<file path="src/rtl/seq_alu_pkg.sv">
// Shared types for the sequential ALU: opcode and FSM state encodings.
package seq_alu_pkg;

  typedef enum logic [1:0] {
    OP_ADD = 2'b00,
    OP_SUB = 2'b01,
    OP_MUL = 2'b10,
    OP_RSV = 2'b11
  } opcode_e;

  typedef enum logic [1:0] {
    ST_IDLE    = 2'b00,
    ST_MUL_RUN = 2'b01,
    ST_DONE    = 2'b10
  } state_e;

endpackage

</file>
<file path="src/rtl/seq_alu_if.sv">
// Request/result bundle between the operand registers and the sequential ALU.
interface seq_alu_if #(parameter int WIDTH = 8);

  logic               start;
  logic [1:0]         opcode;
  logic [WIDTH-1:0]   opA;
  logic [WIDTH-1:0]   opB;
  logic               busy;
  logic               done;
  logic [2*WIDTH-1:0] res;

  modport master (
    output start, opcode, opA, opB,
    input  busy, done, res
  );

  modport slave (
    input  start, opcode, opA, opB,
    output busy, done, res
  );

endinterface

</file>
<file path="src/rtl/seq_mult.sv">
// Iterative shift-add multiplier: one partial product per step, multiplier LSB first.
module seq_mult #(
  parameter int WIDTH = 8
) (
  input  logic               clk,
  input  logic               rst,
  input  logic               load_i,
  input  logic               step_i,
  input  logic [WIDTH-1:0]   multiplicand_i,
  input  logic [WIDTH-1:0]   multiplier_i,
  output logic [2*WIDTH-1:0] product_o,
  output logic               last_o
);

  localparam int CW = (WIDTH > 1) ? $clog2(WIDTH) : 1;

  logic [2*WIDTH-1:0] acc_q;
  logic [2*WIDTH-1:0] acc_d;
  logic [2*WIDTH-1:0] mcand_q;
  logic [WIDTH-1:0]   mplier_q;
  logic [CW-1:0]      cnt_q;

  // product_o includes the partial product of the current step, so the
  // owner can latch the full result on the same edge as the final step.
  assign acc_d     = mplier_q[0] ? (acc_q + mcand_q) : acc_q;
  assign product_o = acc_d;
  assign last_o    = step_i && (cnt_q == CW'(WIDTH - 1));

  always_ff @(posedge clk) begin
    if (rst) begin
      acc_q    <= '0;
      mcand_q  <= '0;
      mplier_q <= '0;
      cnt_q    <= '0;
    end else if (load_i) begin
      acc_q    <= '0;
      mcand_q  <= {{WIDTH{1'b0}}, multiplicand_i};
      mplier_q <= multiplier_i;
      cnt_q    <= '0;
    end else if (step_i) begin
      acc_q    <= acc_d;
      mcand_q  <= mcand_q << 1;
      mplier_q <= mplier_q >> 1;
      cnt_q    <= cnt_q + 1'b1;
    end
  end

endmodule

</file>
<file path="src/rtl/seq_alu.sv">
// Multi-cycle ALU: single-cycle ADD/SUB/reserved, iterative MUL, start/busy/done handshake.
module seq_alu
  import seq_alu_pkg::*;
#(
  parameter int WIDTH = 8
) (
  input  logic     clk,
  input  logic     rst,
  seq_alu_if.slave bus
);

  state_e             state_q;
  state_e             state_d;
  logic [2*WIDTH-1:0] res_q;
  logic [2*WIDTH-1:0] res_d;
  logic               multLoad;
  logic               multStep;
  logic               multLast;
  logic [2*WIDTH-1:0] multProduct;
  logic [WIDTH:0]     addSum;
  logic [2*WIDTH-1:0] subDiff;

  assign addSum  = {1'b0, bus.opA} + {1'b0, bus.opB};
  assign subDiff = {{WIDTH{1'b0}}, bus.opA} - {{WIDTH{1'b0}}, bus.opB};

  seq_mult #(.WIDTH(WIDTH)) u_mult (
    .clk            (clk),
    .rst            (rst),
    .load_i         (multLoad),
    .step_i         (multStep),
    .multiplicand_i (bus.opA),
    .multiplier_i   (bus.opB),
    .product_o      (multProduct),
    .last_o         (multLast)
  );

  always_ff @(posedge clk) begin
    if (rst) begin
      state_q <= ST_IDLE;
      res_q   <= '0;
    end else begin
      state_q <= state_d;
      res_q   <= res_d;
    end
  end

  // DONE accepts a new request just like IDLE, giving back-to-back issue.
  always_comb begin
    state_d  = state_q;
    res_d    = res_q;
    multLoad = 1'b0;
    multStep = 1'b0;
    case (state_q)
      ST_IDLE, ST_DONE: begin
        state_d = ST_IDLE;
        if (bus.start) begin
          case (opcode_e'(bus.opcode))
            OP_ADD: begin
              res_d   = {{(WIDTH-1){1'b0}}, addSum};
              state_d = ST_DONE;
            end
            OP_SUB: begin
              res_d   = subDiff;
              state_d = ST_DONE;
            end
            OP_MUL: begin
              multLoad = 1'b1;
              state_d  = ST_MUL_RUN;
            end
            default: begin
              res_d   = '0;
              state_d = ST_DONE;
            end
          endcase
        end
      end
      ST_MUL_RUN: begin
        multStep = 1'b1;
        if (multLast) begin
          res_d   = multProduct;
          state_d = ST_DONE;
        end
      end
      default: state_d = ST_IDLE;
    endcase
  end

  assign bus.busy = (state_q == ST_MUL_RUN);
  assign bus.done = (state_q == ST_DONE);
  assign bus.res  = res_q;

endmodule

</file>
<file path="src/flat_wrapper.sv">
// flat-port wrapper written by rule: the top's interface ports become plain ports
module seq_alu_flat import seq_alu_pkg::*;
#(
  parameter int WIDTH = 8
)
  (clk, rst, bus_start, bus_opcode, bus_opA, bus_opB, bus_busy, bus_done, bus_res);
  seq_alu_if #(.WIDTH(WIDTH)) bus_i ();
  input  logic clk;
  input  logic rst;
  input wire logic [$bits(bus_i.start)-1:0] bus_start;
  input wire logic [$bits(bus_i.opcode)-1:0] bus_opcode;
  input wire logic [$bits(bus_i.opA)-1:0] bus_opA;
  input wire logic [$bits(bus_i.opB)-1:0] bus_opB;
  output wire logic [$bits(bus_i.busy)-1:0] bus_busy;
  output wire logic [$bits(bus_i.done)-1:0] bus_done;
  output wire logic [$bits(bus_i.res)-1:0] bus_res;
  assign bus_i.start = bus_start;
  assign bus_i.opcode = bus_opcode;
  assign bus_i.opA = bus_opA;
  assign bus_i.opB = bus_opB;
  assign bus_busy = bus_i.busy;
  assign bus_done = bus_i.done;
  assign bus_res = bus_i.res;
  seq_alu #(.WIDTH(WIDTH)) u_core (.clk(clk), .rst(rst), .bus(bus_i));
endmodule
</file>
<file path="config.mk">
export PLATFORM = sky130hd
export DESIGN_NAME = seq_alu_flat
export DESIGN_NICKNAME = d
export VERILOG_FILES = /design/src/rtl/seq_alu_pkg.sv /design/src/rtl/seq_alu_if.sv /design/src/rtl/seq_mult.sv /design/src/rtl/seq_alu.sv /design/src/flat_wrapper.sv
export SDC_FILE = /design/constraint.sdc
export NUM_CORES = 1
export LEC_CHECK = 0
export BUFFER_PORTS_ARGS = -buffer_cell sky130_fd_sc_hd__buf_2
export CORE_AREA = 2 2 105 157
export DETAILED_ROUTE_END_ITERATION = 16
export DIE_AREA = 0 0 107 159
export HOLD_SLACK_MARGIN = 0.03
export SYNTH_ARGS = -nofsm -noshare
export SYNTH_HDL_FRONTEND = slang
export SYNTH_SLANG_ARGS = --single-unit
</file>
<file path="constraint.sdc">
create_clock -name clk -period 3.3 [get_ports clk]
set_input_delay 0 -clock clk [delete_from_list [all_inputs] [get_ports clk]]
set_output_delay 0 -clock clk [all_outputs]
set_load 0.01 [all_outputs]
</file>
==> reports/results.ini <==
[floorplan]
die_w_um = 107
fp.dieArea_mm2 = 0.01701
core_mm2 = 0.01563
placementRows = 56
die_h_um = 159
io_pins = 39
initial_core_util_pct = 26.56

[routing]
first_pass_iters = 4
drc_errors = 0
viasPerCell = 5.077
wl_per_cell_um = 15.15
wl_um = 11940
vias = 4001
initialDrtViolationCount = 226
ant_nets = 0

[cells_and_area]
layout_commonest_cell = nand2_1
final_nets = 638
layout-drive-gt1-share_pct = 12.31
final_cell_mix = nand2_1, dfxtp_1, a21oi_1
antennaDiodeCount = 0
fill_cells = 1664
syn2layout_area_growth_pct = 19.42

[clock_network]
clock_latency_ns = 0.33
cts_resized = 0
htreeDepth = 3
cts_setup_buffers = 0
cts_hold_buf = 15
cts_tree = built
cts.sinks = 61
clk_pin_slew_ns = 0.06
cts_root_buffer = clkbuf_16
cts_buffer_depth = 2
cts_made_buffers = 9

[sta]
rsz0062_at_grt = no
slew_headroom_pct = 52.33
period_share_pct = 72.54
max_freq_ghz = 0.4177
period_minus_slack_ns = 2.394
slew_violations = 0
final_hold_viol_count = 0
finalSetupViolations = 0
holdWs_ns = 0.03878
worst_slew_pin_slew_ns = 0.7150
finalSetupTns_ns = 0
fin_skew_ns = 0.006916
setup_ws_ns = 0.9061

[grt]
grt_max_degree = 35
grt.overflow.total = 0
grt_first_pass_wirelength_um = 19820
antenna_found_initial = 0
grt_use_total_pct = 14.57
grt_pass1_vias = 4010

[power_and_ir_drop]
power_frac_seq_pct = 39.3
p_sw_share_pct = 28.21
p_switching_uw = 563.3
power_density_mw_per_mm2 = 402.8
leakagePower_uw = 0.001907
internal-power_uw = 1433
comb_power_share_pct = 15.6
peakVddDrop_mv = 0.3211
clock_power_share_pct = 45.1

[synth]
synth_edf_count = 0
synthCells = 539
synthArstFlopShare_pct = 0
ys.flop_type = dfxtp_1
seq_area_frac_synth_pct = 29.42
yosysWarnings = 0
syn_nets = 597
ys_types = 62
syn_area_per_cell_um2 = 7.700
synth_seq_cells = 61
syn_area_mm2 = 0.004150

[critical_path]
crit_required_ns = 3.55
endpoint_kind = flip-flop
worstPathArrival_ns = 2.64
cp_max_fo = 4
critPathKind = flip-flop to flip-flop
startpoint_type = flip-flop

[placed_design]
numPortBuffers = 38
place.gp.congestion = 0.8850
hpwl_um = 8747
place_ws_ns = 0.9289

[status]
status = complete, no violations

[worst_hold_path]
hp-class = primary input to flip-flop

[job]
drv_cap = 0

-- path summary, 6_finish.rpt --
check,end,start,slack [ns],depth (start not counted)
setup / recovery,u_core.bus.res[14]$_SDFFE_PP0P_,u_core.u_mult.acc_q[0]$_SDFFE_PP0P_,0.91,8
hold / removal,u_core.u_mult.mplier_q[1]$_SDFFE_PP0P_,bus_opB[1],0.04,3
setup reg to reg,u_core.bus.res[14]$_SDFFE_PP0P_,u_core.u_mult.acc_q[0]$_SDFFE_PP0P_,0.91,8
hold reg to reg,u_core.u_mult.mplier_q[2]$_SDFFE_PP0P_,u_core.u_mult.mplier_q[2]$_SDFFE_PP0P_,0.46,2
-- power groups by stage --
stage                     combinational [uW]  clock (uW)  sequential (uW)
final                                    312         900              784
after CTS                                313         916              785
after global placement                   297           0              800
after floorplan                          194           0              803
after global routing                     347         948              788
after detailed placement                 298           0              800
-- flip-flops by register name, summed over array words and instances (netlist names) --
signal	cells
u_core.bus.res	16
u_core.u_mult.cnt_q	3
u_core.u_mult.acc_q	16
u_core.u_mult.mcand_q	16
u_core.u_mult.mplier_q	8
u_core.state_q	2
-- cell type report --
type / count / area, um2 / area share, %
tap: 203 / 254.0 / 5.125
timing repair buffer: 62 / 407.9 / 8.230
clock inverter: 5 / 35.03 / 0.7069
clock buffer: 11 / 252.7 / 5.100
inverter: 26 / 97.59 / 1.969
multi-input combinational: 420 / 2688 / 54.23
sequential: 61 / 1221 / 24.64
-- cell usage after synthesis, types with 3 or more instances --
master	instances	area share, %
ha_1	34	10
o211ai_1	4	0.72
o21ai_1	6	0.72
nor2_1	47	4.3
a22oi_1	9	1.6
mux2i_1	9	2.2
xnor2_1	9	1.9
o21a_1	3	0.54
dfxtp_1	61	29
o31ai_1	4	0.72
nor2b_1	7	1.1
buf_1	6	0.54
inv_1	24	2.2
nand2_1	87	7.9
a311oi_1	11	2.3
fa_1	3	1.4
a211oi_1	9	1.6
clkbuf_1	14	1.3
buf_2	9	1.1
a41oi_1	3	0.63
nand2b_1	6	0.90
nand3_1	13	1.6
o2111ai_1	3	0.63
o21ai_0	20	2.4
a21o_1	6	1.1
o2bb2ai_1	4	0.84
o21bai_1	10	1.8
nor3b_1	4	0.72
a21oi_1	48	5.8
a211o_1	3	0.63
a31oi_1	10	1.5
a211oi_2	3	0.90
nand4_1	4	0.60
nor3_1	12	1.4
-- cells by family after synthesis --
| logic type | share of synthesized area (%) |
|---|---|
| AOI/OAI and AO/OA | 28.10 |
| muxes | 2.442 |
| DFF | 29.42 |
| xor gates and xnor gates | 2.110 |
| buffers and inverters | 5.818 |
| adders and majority gates | 11.70 |
| and+or+nand+nor | 20.41 |
-- worst max-delay path, stage by stage (launching register included) --
cell,delay [ns]
dfxtp_1,0.33
ha_1,0.25
fa_1,0.44
a211oi_2,0.31
o21a_1,0.22
o31ai_1,0.12
a31o_1,0.25
mux2i_1,0.14
a311oi_1,0.24
-- per-stage QoR --
step,area (um2),power (uW),instances,utilization (%)
floorplan,4150,996.9,539,-
global route,4956,2083,788,31.72
CTS,4956,2014,788,31.72
detailed placement,4518,1098,757,28.92
global placement,4518,1097,757,28.92
finish,4956,1997,788,31.72
-- metal layers --
layer  GRT usage (%)  wire length [um]  vias to the layer above
li1                -                 -                     2034
met1           16.18              4986                     1882
met2           26.58              6372                       68
met3           2.129               266                       17
met4           7.143               314                        0
met5               0                 0                        -
Note: power is estimated with default switching activity, not from simulation.
